==> src/rtl/cell_free_list_if.sv <==
// Allocation/release bus between the cell free-list manager, the ingress
// cell writers (allocating channels) and the egress reader (releasing side).
interface cell_free_list_if #(
  parameter int ADDR_W = 12,
  parameter int NUM_CH = 2
);
  logic              init_done;
  logic [NUM_CH-1:0] alloc_req;
  logic [NUM_CH-1:0] alloc_gnt;
  logic [ADDR_W-1:0] alloc_idx;
  logic              free_valid;
  logic [ADDR_W-1:0] free_idx;
  logic              free_ready;
  logic [ADDR_W:0]   free_count;
  logic              low_wm;
  logic              err_double_free;
  logic              err_range;

  modport master (
    output alloc_req, free_valid, free_idx,
    input  init_done, alloc_gnt, alloc_idx, free_ready, free_count,
           low_wm, err_double_free, err_range
  );

  modport slave (
    input  alloc_req, free_valid, free_idx,
    output init_done, alloc_gnt, alloc_idx, free_ready, free_count,
           low_wm, err_double_free, err_range
  );
endinterface

==> src/rtl/cell_free_list.sv <==
// Free-list manager for the shared packet cell memory: self-initialising
// circular FIFO of free indices, round-robin allocation and checked release.
module cell_free_list #(
  parameter int NUM_BLOCKS = 64,
  parameter int ADDR_W     = 12,
  parameter int NUM_CH     = 2,
  parameter int LOW_WM     = 4
) (
  input  logic             clk,
  input  logic             rst_n,
  cell_free_list_if.slave  bus
);

  localparam int PTR_W = (NUM_BLOCKS > 1) ? $clog2(NUM_BLOCKS) : 1;
  localparam int CH_W  = (NUM_CH > 1) ? $clog2(NUM_CH) : 1;
  localparam logic [PTR_W-1:0] LAST_PTR = PTR_W'(NUM_BLOCKS - 1);
  localparam logic [ADDR_W:0]  FULL_CNT = (ADDR_W + 1)'(NUM_BLOCKS);
  localparam logic [ADDR_W:0]  LOW_CNT  = (ADDR_W + 1)'(LOW_WM);

  typedef enum logic [0:0] {
    ST_INIT = 1'b0,
    ST_RUN  = 1'b1
  } state_t;

  state_t            state_r;
  state_t            state_nxt_s;
  logic              init_last_s;
  logic [ADDR_W-1:0] slot_r [NUM_BLOCKS];
  logic [PTR_W-1:0]  rd_ptr_r;
  logic [PTR_W-1:0]  wr_ptr_r;
  logic [ADDR_W:0]   count_r;
  logic [ADDR_W:0]   count_nxt_s;
  logic [NUM_BLOCKS-1:0] in_use_r;
  logic [CH_W-1:0]   rr_ptr_r;
  logic [CH_W-1:0]   rr_nxt_s;
  logic [CH_W-1:0]   cand_s;
  logic [NUM_CH-1:0] gnt_s;
  logic [ADDR_W-1:0] head_s;
  logic              pop_s;
  logic              push_s;
  logic              range_s;
  logic              dbl_s;
  logic [PTR_W-1:0]  free_ptr_s;
  logic              low_wm_r;
  logic              err_dbl_r;
  logic              err_rng_r;

  // Wraps explicitly so NUM_BLOCKS need not be a power of two.
  function automatic logic [PTR_W-1:0] ptr_inc(input logic [PTR_W-1:0] p);
    return (p == LAST_PTR) ? '0 : p + PTR_W'(1);
  endfunction

  // State register.
  always_ff @(posedge clk or negedge rst_n) begin
    if (!rst_n) begin
      state_r <= ST_INIT;
    end else begin
      state_r <= state_nxt_s;
    end
  end

  // Next state: INIT walks the write pointer over every slot once.
  always_comb begin
    state_nxt_s = state_r;
    init_last_s = 1'b0;
    case (state_r)
      ST_INIT: begin
        if (wr_ptr_r == LAST_PTR) begin
          state_nxt_s = ST_RUN;
          init_last_s = 1'b1;
        end else begin
          state_nxt_s = ST_INIT;
        end
      end
      ST_RUN:  state_nxt_s = ST_RUN;
      default: state_nxt_s = ST_INIT;
    endcase
  end

  // Round-robin winner among requesters, starting at the RR pointer.
  always_comb begin
    gnt_s    = '0;
    pop_s    = 1'b0;
    rr_nxt_s = rr_ptr_r;
    cand_s   = '0;
    head_s   = slot_r[rd_ptr_r];
    if ((state_r == ST_RUN) && (count_r != '0)) begin
      for (int i = 0; i < NUM_CH; i++) begin
        cand_s = CH_W'((int'(rr_ptr_r) + i) % NUM_CH);
        if (!pop_s && bus.alloc_req[cand_s]) begin
          pop_s         = 1'b1;
          gnt_s[cand_s] = 1'b1;
          rr_nxt_s      = CH_W'((int'(cand_s) + 1) % NUM_CH);
        end else begin
          pop_s = pop_s;
        end
      end
    end else begin
      pop_s = 1'b0;
    end
  end

  // Release checks: out-of-range first, then not-currently-allocated.
  always_comb begin
    range_s    = 1'b0;
    dbl_s      = 1'b0;
    push_s     = 1'b0;
    free_ptr_s = bus.free_idx[PTR_W-1:0];
    if ((state_r == ST_RUN) && bus.free_valid) begin
      if ({1'b0, bus.free_idx} >= FULL_CNT) begin
        range_s = 1'b1;
      end else if (!in_use_r[free_ptr_s]) begin
        dbl_s = 1'b1;
      end else begin
        push_s = 1'b1;
      end
    end else begin
      push_s = 1'b0;
    end
  end

  // Free count after this cycle's alloc/free; simultaneous events cancel.
  always_comb begin
    count_nxt_s = count_r;
    if (init_last_s) begin
      count_nxt_s = FULL_CNT;
    end else if (push_s && !pop_s) begin
      count_nxt_s = count_r + (ADDR_W + 1)'(1);
    end else if (pop_s && !push_s) begin
      count_nxt_s = count_r - (ADDR_W + 1)'(1);
    end else begin
      count_nxt_s = count_r;
    end
  end

  // FIFO storage, pointers, in-use bitmap and registered status outputs.
  always_ff @(posedge clk or negedge rst_n) begin
    if (!rst_n) begin
      for (int i = 0; i < NUM_BLOCKS; i++) begin
        slot_r[i] <= '0;
      end
      rd_ptr_r  <= '0;
      wr_ptr_r  <= '0;
      count_r   <= '0;
      in_use_r  <= '0;
      rr_ptr_r  <= '0;
      low_wm_r  <= 1'b0;
      err_dbl_r <= 1'b0;
      err_rng_r <= 1'b0;
    end else begin
      if (state_r == ST_INIT) begin
        slot_r[wr_ptr_r] <= ADDR_W'(wr_ptr_r);
        wr_ptr_r         <= ptr_inc(wr_ptr_r);
      end else begin
        if (pop_s) begin
          rd_ptr_r                     <= ptr_inc(rd_ptr_r);
          in_use_r[head_s[PTR_W-1:0]]  <= 1'b1;
          rr_ptr_r                     <= rr_nxt_s;
        end
        if (push_s) begin
          slot_r[wr_ptr_r]     <= bus.free_idx;
          wr_ptr_r             <= ptr_inc(wr_ptr_r);
          in_use_r[free_ptr_s] <= 1'b0;
        end
      end
      count_r   <= count_nxt_s;
      low_wm_r  <= (state_nxt_s == ST_RUN) && (count_nxt_s <= LOW_CNT);
      err_dbl_r <= dbl_s;
      err_rng_r <= range_s;
    end
  end

  assign bus.init_done       = (state_r == ST_RUN);
  assign bus.free_ready      = (state_r == ST_RUN);
  assign bus.alloc_gnt       = gnt_s;
  assign bus.alloc_idx       = pop_s ? head_s : '0;
  assign bus.free_count      = count_r;
  assign bus.low_wm          = low_wm_r;
  assign bus.err_double_free = err_dbl_r;
  assign bus.err_range       = err_rng_r;

endmodule

==> src/flat_wrapper.sv <==
// flat-port wrapper written by rule: the top's interface ports become plain ports
module cell_free_list_flat 
#(
  parameter int NUM_BLOCKS = 64,
  parameter int ADDR_W     = 12,
  parameter int NUM_CH     = 2,
  parameter int LOW_WM     = 4
)
  (clk, rst_n, bus_alloc_req, bus_free_valid, bus_free_idx, bus_init_done, bus_alloc_gnt, bus_alloc_idx, bus_free_ready, bus_free_count, bus_low_wm, bus_err_double_free, bus_err_range);
  cell_free_list_if #(.ADDR_W(ADDR_W), .NUM_CH(NUM_CH)) bus_i ();
  input  logic clk;
  input  logic rst_n;
  input wire logic [$bits(bus_i.alloc_req)-1:0] bus_alloc_req;
  input wire logic [$bits(bus_i.free_valid)-1:0] bus_free_valid;
  input wire logic [$bits(bus_i.free_idx)-1:0] bus_free_idx;
  output wire logic [$bits(bus_i.init_done)-1:0] bus_init_done;
  output wire logic [$bits(bus_i.alloc_gnt)-1:0] bus_alloc_gnt;
  output wire logic [$bits(bus_i.alloc_idx)-1:0] bus_alloc_idx;
  output wire logic [$bits(bus_i.free_ready)-1:0] bus_free_ready;
  output wire logic [$bits(bus_i.free_count)-1:0] bus_free_count;
  output wire logic [$bits(bus_i.low_wm)-1:0] bus_low_wm;
  output wire logic [$bits(bus_i.err_double_free)-1:0] bus_err_double_free;
  output wire logic [$bits(bus_i.err_range)-1:0] bus_err_range;
  assign bus_i.alloc_req = bus_alloc_req;
  assign bus_i.free_valid = bus_free_valid;
  assign bus_i.free_idx = bus_free_idx;
  assign bus_init_done = bus_i.init_done;
  assign bus_alloc_gnt = bus_i.alloc_gnt;
  assign bus_alloc_idx = bus_i.alloc_idx;
  assign bus_free_ready = bus_i.free_ready;
  assign bus_free_count = bus_i.free_count;
  assign bus_low_wm = bus_i.low_wm;
  assign bus_err_double_free = bus_i.err_double_free;
  assign bus_err_range = bus_i.err_range;
  cell_free_list #(.NUM_BLOCKS(NUM_BLOCKS), .ADDR_W(ADDR_W), .NUM_CH(NUM_CH), .LOW_WM(LOW_WM)) u_core (.clk(clk), .rst_n(rst_n), .bus(bus_i));
endmodule
==> config.mk <==
export PLATFORM = sky130hd
export DESIGN_NAME = cell_free_list_flat
export DESIGN_NICKNAME = d
export VERILOG_FILES = /design/src/rtl/cell_free_list_if.sv /design/src/rtl/cell_free_list.sv /design/src/flat_wrapper.sv
export SDC_FILE = /design/constraint.sdc
export NUM_CORES = 2
export LEC_CHECK = 0
export ABC_AREA = 1
export CORE_UTILIZATION = 35
export CTS_CLUSTER_DIAMETER = 200
export DETAILED_ROUTE_END_ITERATION = 10
export GPL_ROUTABILITY_DRIVEN = 0
export PLACE_DENSITY = 0.5
export SYNTH_ARGS = -nofsm -noshare
export SYNTH_HDL_FRONTEND = slang
export SYNTH_SLANG_ARGS = --single-unit
export TNS_END_PERCENT = 1
==> constraint.sdc <==
create_clock -name clk -period 6.15 [get_ports clk]
set_clock_uncertainty 0.05 [all_clocks]
set_input_delay 1.845 -clock clk [delete_from_list [all_inputs] [get_ports clk]]
set_output_delay 1.845 -clock clk [all_outputs]
set_load 0.01 [all_outputs]
Word level (Yosys, flattened, before mapping)
Cells that the tools add are included.
{ "totals": {"wordCells": 175, "input_bits": 17, "output_inout_bits": 32, "ff_bits": 862} }
{ "classes": {"n_addsub": 6, "magnitude_cmp": 13, "n_bitwise": 7, "n_eq_ne": 3, "n_mux": 55, "n_reduce_logical": 18} }
{ "op_table": {"columns": ["operator", "count"], "rows": [
  ["$bwmux W768", 2],
  ["$mux W768", 2],
  ["$mux W64", 3],
  ["$bmux W12 S6", 1],
  ["$demux W12 S6", 1],
  ["$and A64 B64 Y64", 1],
  ["$not A64 Y64", 1],
  ["$or A64 B64 Y64", 1],
  ["$mux W12", 4],
  ["$mux W13", 3],
  ["$mux W1", 25],
  ["$mux W6", 4],
  ["$ge A7 B7 Y1 const B", 2],
  ["$lt A6 B7 Y1 const B", 2],
  ["$not A6 Y7", 2],
  ["$add A13 B1 Y13 const B", 1],
  ["$le A13 B3 Y1 const B", 1],
  ["$reduce_bool A13 Y1", 1],
  ["$sub A13 B1 Y13 const B", 1],
  ["$add A6 B1 Y6 const B", 2],
  ["$demux W1 S6", 2],
  ["$eq A6 B6 Y1 const B", 2],
  ["$ge A12 B7 Y1 const B", 1],
  ["$ge A6 B1 Y1 const B", 2],
  ["16 further kinds", 35]
]} }

Longest topological paths before layout
{ "logic_depth": {"word_depth": 14, "depth_mapped": 21, "mapped_depth_nobuf": 19} }

Worst setup path after synthesis
OpenSTA, ideal clock, no wires.
{ "synth_timing": {"path_kind": "in2out", "from": "input port bus_alloc_req[0]", "to": "output port bus_alloc_idx[10]", "required_ns": 4.255, "cell_stages": 8, "slack_ns": 1.168, "t_arrival_ns": 3.087, "path_buffers": 2, "path_cell_list": "inv_1 nor2_1 nor2_4 inv_1 clkbuf_1 clkbuf_1 o2111ai_1 inv_1"} }
{ "synth_via": {"elab_chain_len": 9, "word_cells_on_any_way": 11, "classes_between": "9 x mux; 2 x reduce/logical"} }
{ "synth_lines": {"columns": ["element", "line", "rtl"], "rows": [
  ["start: declaration", "flat_wrapper.sv:13", "input wire logic [$bits(bus_i.alloc_req)-1:0] bus_alloc_req;"],
  ["$mux W1 (implied by the code) (2 in series)", "cell_free_list.sv:90", "if (!pop_s && bus.alloc_req[cand_s]) begin"],
  ["$mux W1", "cell_free_list.sv:90", null],
  ["$mux W1", "cell_free_list.sv:87", "if ((state_r == ST_RUN) && (count_r != '0)) begin"],
  ["$logic_not A1 Y1", "cell_free_list.sv:90", null],
  ["$logic_and A1 B1 Y1", "cell_free_list.sv:90", null],
  ["$mux W1 (*)", "cell_free_list.sv:90", null],
  ["$mux W1 (*)", "cell_free_list.sv:87", null],
  ["$mux W12 (*)", "cell_free_list.sv:176", "assign bus.alloc_idx = pop_s ? head_s : '0;"],
  ["end: declaration", "flat_wrapper.sv:18", "output wire logic [$bits(bus_i.alloc_idx)-1:0] bus_alloc_idx;"]
]} }
Every way passes the cells marked *; elsewhere a longest branch is shown, timed or not. The select of a mux whose other input is x is not followed.

Worst setup path after layout
{ "layout_timing": {"from": "register u_core.rd_ptr_r[0]", "to": "output port bus_alloc_idx[4]"} }
{ "layout_via": {"elab_chain_len": 5} }
{ "layout_lines": {"columns": ["element", "line", "rtl"], "rows": [
  ["start: declaration", "cell_free_list.sv:29", "logic [PTR_W-1:0] rd_ptr_r;"],
  ["start signal: assignment", "cell_free_list.sv:156", "rd_ptr_r <= ptr_inc(rd_ptr_r);"],
  ["$not A6 Y7 (implied by the code)", "cell_free_list.sv:86", "head_s = slot_r[rd_ptr_r];"],
  ["$bmux W12 S6", "cell_free_list.sv:86", null],
  ["$mux W12 (implied by the code) (2 in series)", "cell_free_list.sv:86", null],
  ["$mux W12", "cell_free_list.sv:176", null]
]} }
Every way passes these cells. The select of a mux whose other input is x is not followed.

==> flow_metrics.py <==
metrics = {
    "clock_network": {
        "numCtsBuffers": 98,
        "clock_path_buffers": 3,
        "cts-root-buf": "clkbuf_16",
        "cts_tree": "done",
        "clock-sinks": 862,
        "clkSlewWorstSetupHoldPaths_ns": 0.06,
        "clkLatencyLatePin_ns": 0.70,
        "h-tree-depth": 3,
    },
    "floorplanning": {
        "die-height_um": 340,
        "start_util_pct": 35.4,
        "die_w_um": 340,
        "num_io_pins": 49,
        "die-area_sq_mm": 0.115,
        "rows": 123,
        "core_sq_mm": 0.113,
    },
    "route": {
        "via_per_inst": 4.93,
        "drc": 0,
        "wl_um": 119000,
        "drt_first_pass_iters": 5,
        "wl_per_cell_um": 18.8,
        "vias": 31400,
        "drt_first_iter_violations": 2585,
        "ant_nets": 0,
    },
    "synth": {
        "synth_edf_count": 0,
        "syn-mean-instance-area_sq_um": 8.26,
        "syn_nets": 4847,
        "yosysSeqAreaShare_pct": 54.1,
        "synthFlopType": "dfrtp_1",
        "syn_inst": 4826,
        "synth_cell_types": 48,
        "ys.warnings.count": 0,
        "syn-cell-area_sq_mm": 0.0399,
        "synth-seq-cells": 862,
        "async_flop_share_pct": 100,
    },
    "worst_setup_path": {
        "crit_path_end_kind": "output port",
        "worstSetupStartpointType": "flip-flop",
        "worstSetupPathType": "flip-flop to output port",
        "reg2regPathDepth": 13,
        "worstPathRequired_ns": 4.26,
        "crit_fanout": 82,
        "worst_ep_arrival_time_ns": 4.10,
    },
    "hold_path": {
        "hold_path_class": "flip-flop to flip-flop",
        "min_path_cells": 2,
    },
    "finish": {
        "drive_above_1_share_pct": 9.36,
        "fin_util_pct": 40.1,
        "final_cell_mix": "dfrtp_1 (859), nand2_1 (736), nor2_1 (713), inv_1 (572), o21ai_0 (571)",
        "n_antenna_cell": 0,
        "num-nets-final": 4812,
        "num-fill-cells": 11700,
        "area.growth.synth_to_final_pct": 13.3,
        "final_common_cell": "dfrtp_1",
    },
    "sta": {
        "report.final.slew_viol_count": 0,
        "slew_headroom_pct": 25.6,
        "worstMarginPinSlew_ns": 1.12,
        "rsz0062_at_grt": "false",
        "hold_viol_final": 0,
        "post-route-period-util_pct": 97.4,
        "tns_ns": 0,
        "setup_violations": 0,
        "fin_crit_ns": 5.99,
        "max_freq_ghz": 0.167,
        "hold_ws_ns": 0.425,
    },
    "global_routing": {
        "grtUsageTotal_pct": 20.8,
        "grt_start_max_net_pins": 126,
        "antenna_found_initial": 0,
        "grt_pass1_vias": 30500,
        "grt_pass1_wl_um": 188000,
        "grt_overflow_total": 0,
    },
    "flow_run": {
        "cap_viol_max_count": 0,
    },
    "power": {
        "power_leakage_uw": 0.0213,
        "powerDensity_mw_per_mm2": 381,
        "total_power_uw": 17200,
        "vdd.ir_drop.worst_mv": 0.287,
    },
    "placed_design": {
        "port_buffers": 48,
        "dp_hpwl_um": 78000,
    },
    "status": {
        "run_status": "finished clean",
    },
}
==> metal layers <==
layer	up-vias	global-route usage, %	part of all wire [%]
li1	15400	-	-
met1	15300	30.7	49
met2	576	32.9	45
met3	119	2.11	3.6
met4	0	4.82	1.6
met5	-	0	0
==> report_power, final <==
part | switching [uW] | leakage (uW) | internal, uW | total, uW
Sequential | 151 | 0.0102 | 5790 | 5940
Combinational | 3770 | 0.00937 | 1570 | 5340
Clock | 2490 | 0.00163 | 3460 | 5950
Total | 6410 | 0.0213 | 10800 | 17200
==> cell type report <==
class | instances | area, sq um | area share (%)
tap | 1500 | 1880 | 4.15
timing repair buffer | 153 | 1510 | 3.34
multi-input combinational | 3043 | 14500 | 32.2
clock buffer | 145 | 2910 | 6.44
inverter | 633 | 2420 | 5.35
sequential | 862 | 21600 | 47.8
clock inverter | 34 | 364 | 0.806
==> timing repair <==
| action | 4_1_cts | 5_1_grt |
|---|---|---|
| buffers inserted | 0 | 0 |
| resized for setup | 0 | 1 |
| setup endpoints to repair | 0 | 3 |
| hold buffers | 0 | 0 |
==> worst max-delay path, stage by stage, from the launching register on <==
cell             delay, ns
dfrtp_4               0.63
inv_16                0.31
buf_4                 0.37
o21ai_0               0.13
o221ai_1              0.29
nand3_1               0.17
nand4_1               0.21
nand3_1               0.21
nand2_1               0.22
inv_1                 0.14
nor2_1                0.11
clkdlybuf4s50_1       0.54
==> cells in the mapped netlist (all sizes together) (2+ instances only) <==
library cell | n | area, sq um
nor2 | 770 | 3320
o31ai | 5 | 37.5
nand2 | 746 | 2850
o211ai | 38 | 285
buf | 146 | 895
dfrtp | 862 | 21600
nand3 | 175 | 876
a21oi | 286 | 1430
o221ai | 10 | 87.6
nand4 | 26 | 163
nor4 | 5 | 31.3
a211oi | 2 | 15.0
o21a | 2 | 15.0
inv | 632 | 2400
a311oi | 3 | 26.3
clkbuf | 142 | 533
or2 | 2 | 12.5
a31o | 2 | 17.5
xor2 | 13 | 114
o22ai | 68 | 425
ha | 4 | 50.1
o311ai | 2 | 17.5
a31oi | 6 | 37.5
nor3 | 71 | 420
o21ai | 802 | 4190
==> flip-flops by register name, summed over array words and instances, names as in the netlist <==
name	flops
u_core.in_use_r	64
u_core.rd_ptr_r	6
u_core.wr_ptr_r	6
u_core.slot_r	768
u_core.bus.err_double_free	1
u_core.bus.err_range	1
u_core.rr_ptr_r	1
u_core.bus.free_ready	1
u_core.bus.low_wm	1
u_core.bus.free_count	13
==> metrics by stage <==
stage / instance area [sq um] / instances / setup WS, ns
2_1_floorplan: 39900 / 4826 / 1.17
3_3_place_gp: 41900 / 6191 / 0.279
3_5_place_dp: 41900 / 6191 / 0.266
4_1_cts: 45200 / 6370 / 0.00644
5_1_grt: 45200 / 6370 / 0.0173
6_report: 45200 / 6370 / 0.159
==> path summary, 6_finish.rpt <==
check / start / slack (ns) / endpoint
max in group asynchronous: rst_n / 3.71 / u_core.bus.free_count[8]$_DFF_PN0_
worst min register to register: u_core.slot_r[363]$_DFFE_PN0P_ / 0.42 / u_core.slot_r[363]$_DFFE_PN0P_
worst max-delay path: u_core.rd_ptr_r[0]$_DFFE_PN0P_ / 0.16 / bus_alloc_idx[4]
worst max register to register: u_core.rd_ptr_r[0]$_DFFE_PN0P_ / 2.40 / u_core.in_use_r[44]$_DFFE_PN0P_
min in group asynchronous: rst_n / 1.13 / u_core.slot_r[548]$_DFFE_PN0P_
worst min-delay path: u_core.slot_r[363]$_DFFE_PN0P_ / 0.42 / u_core.slot_r[363]$_DFFE_PN0P_
==> logic make-up after synthesis <==
kind of cell             after synthesis  share of synthesized area (%)
adder cells (fa/ha/maj)                4                          0.126
AO/OA/AOI/OAI                       1231                           16.6
AND/OR/NAND/NOR                     1795                           19.3
XOR/XNOR                              13                          0.286
buffers and inverters                921                           9.61
flip-flops                           862                           54.1
Note: power is estimated with default switching activity, not from simulation.
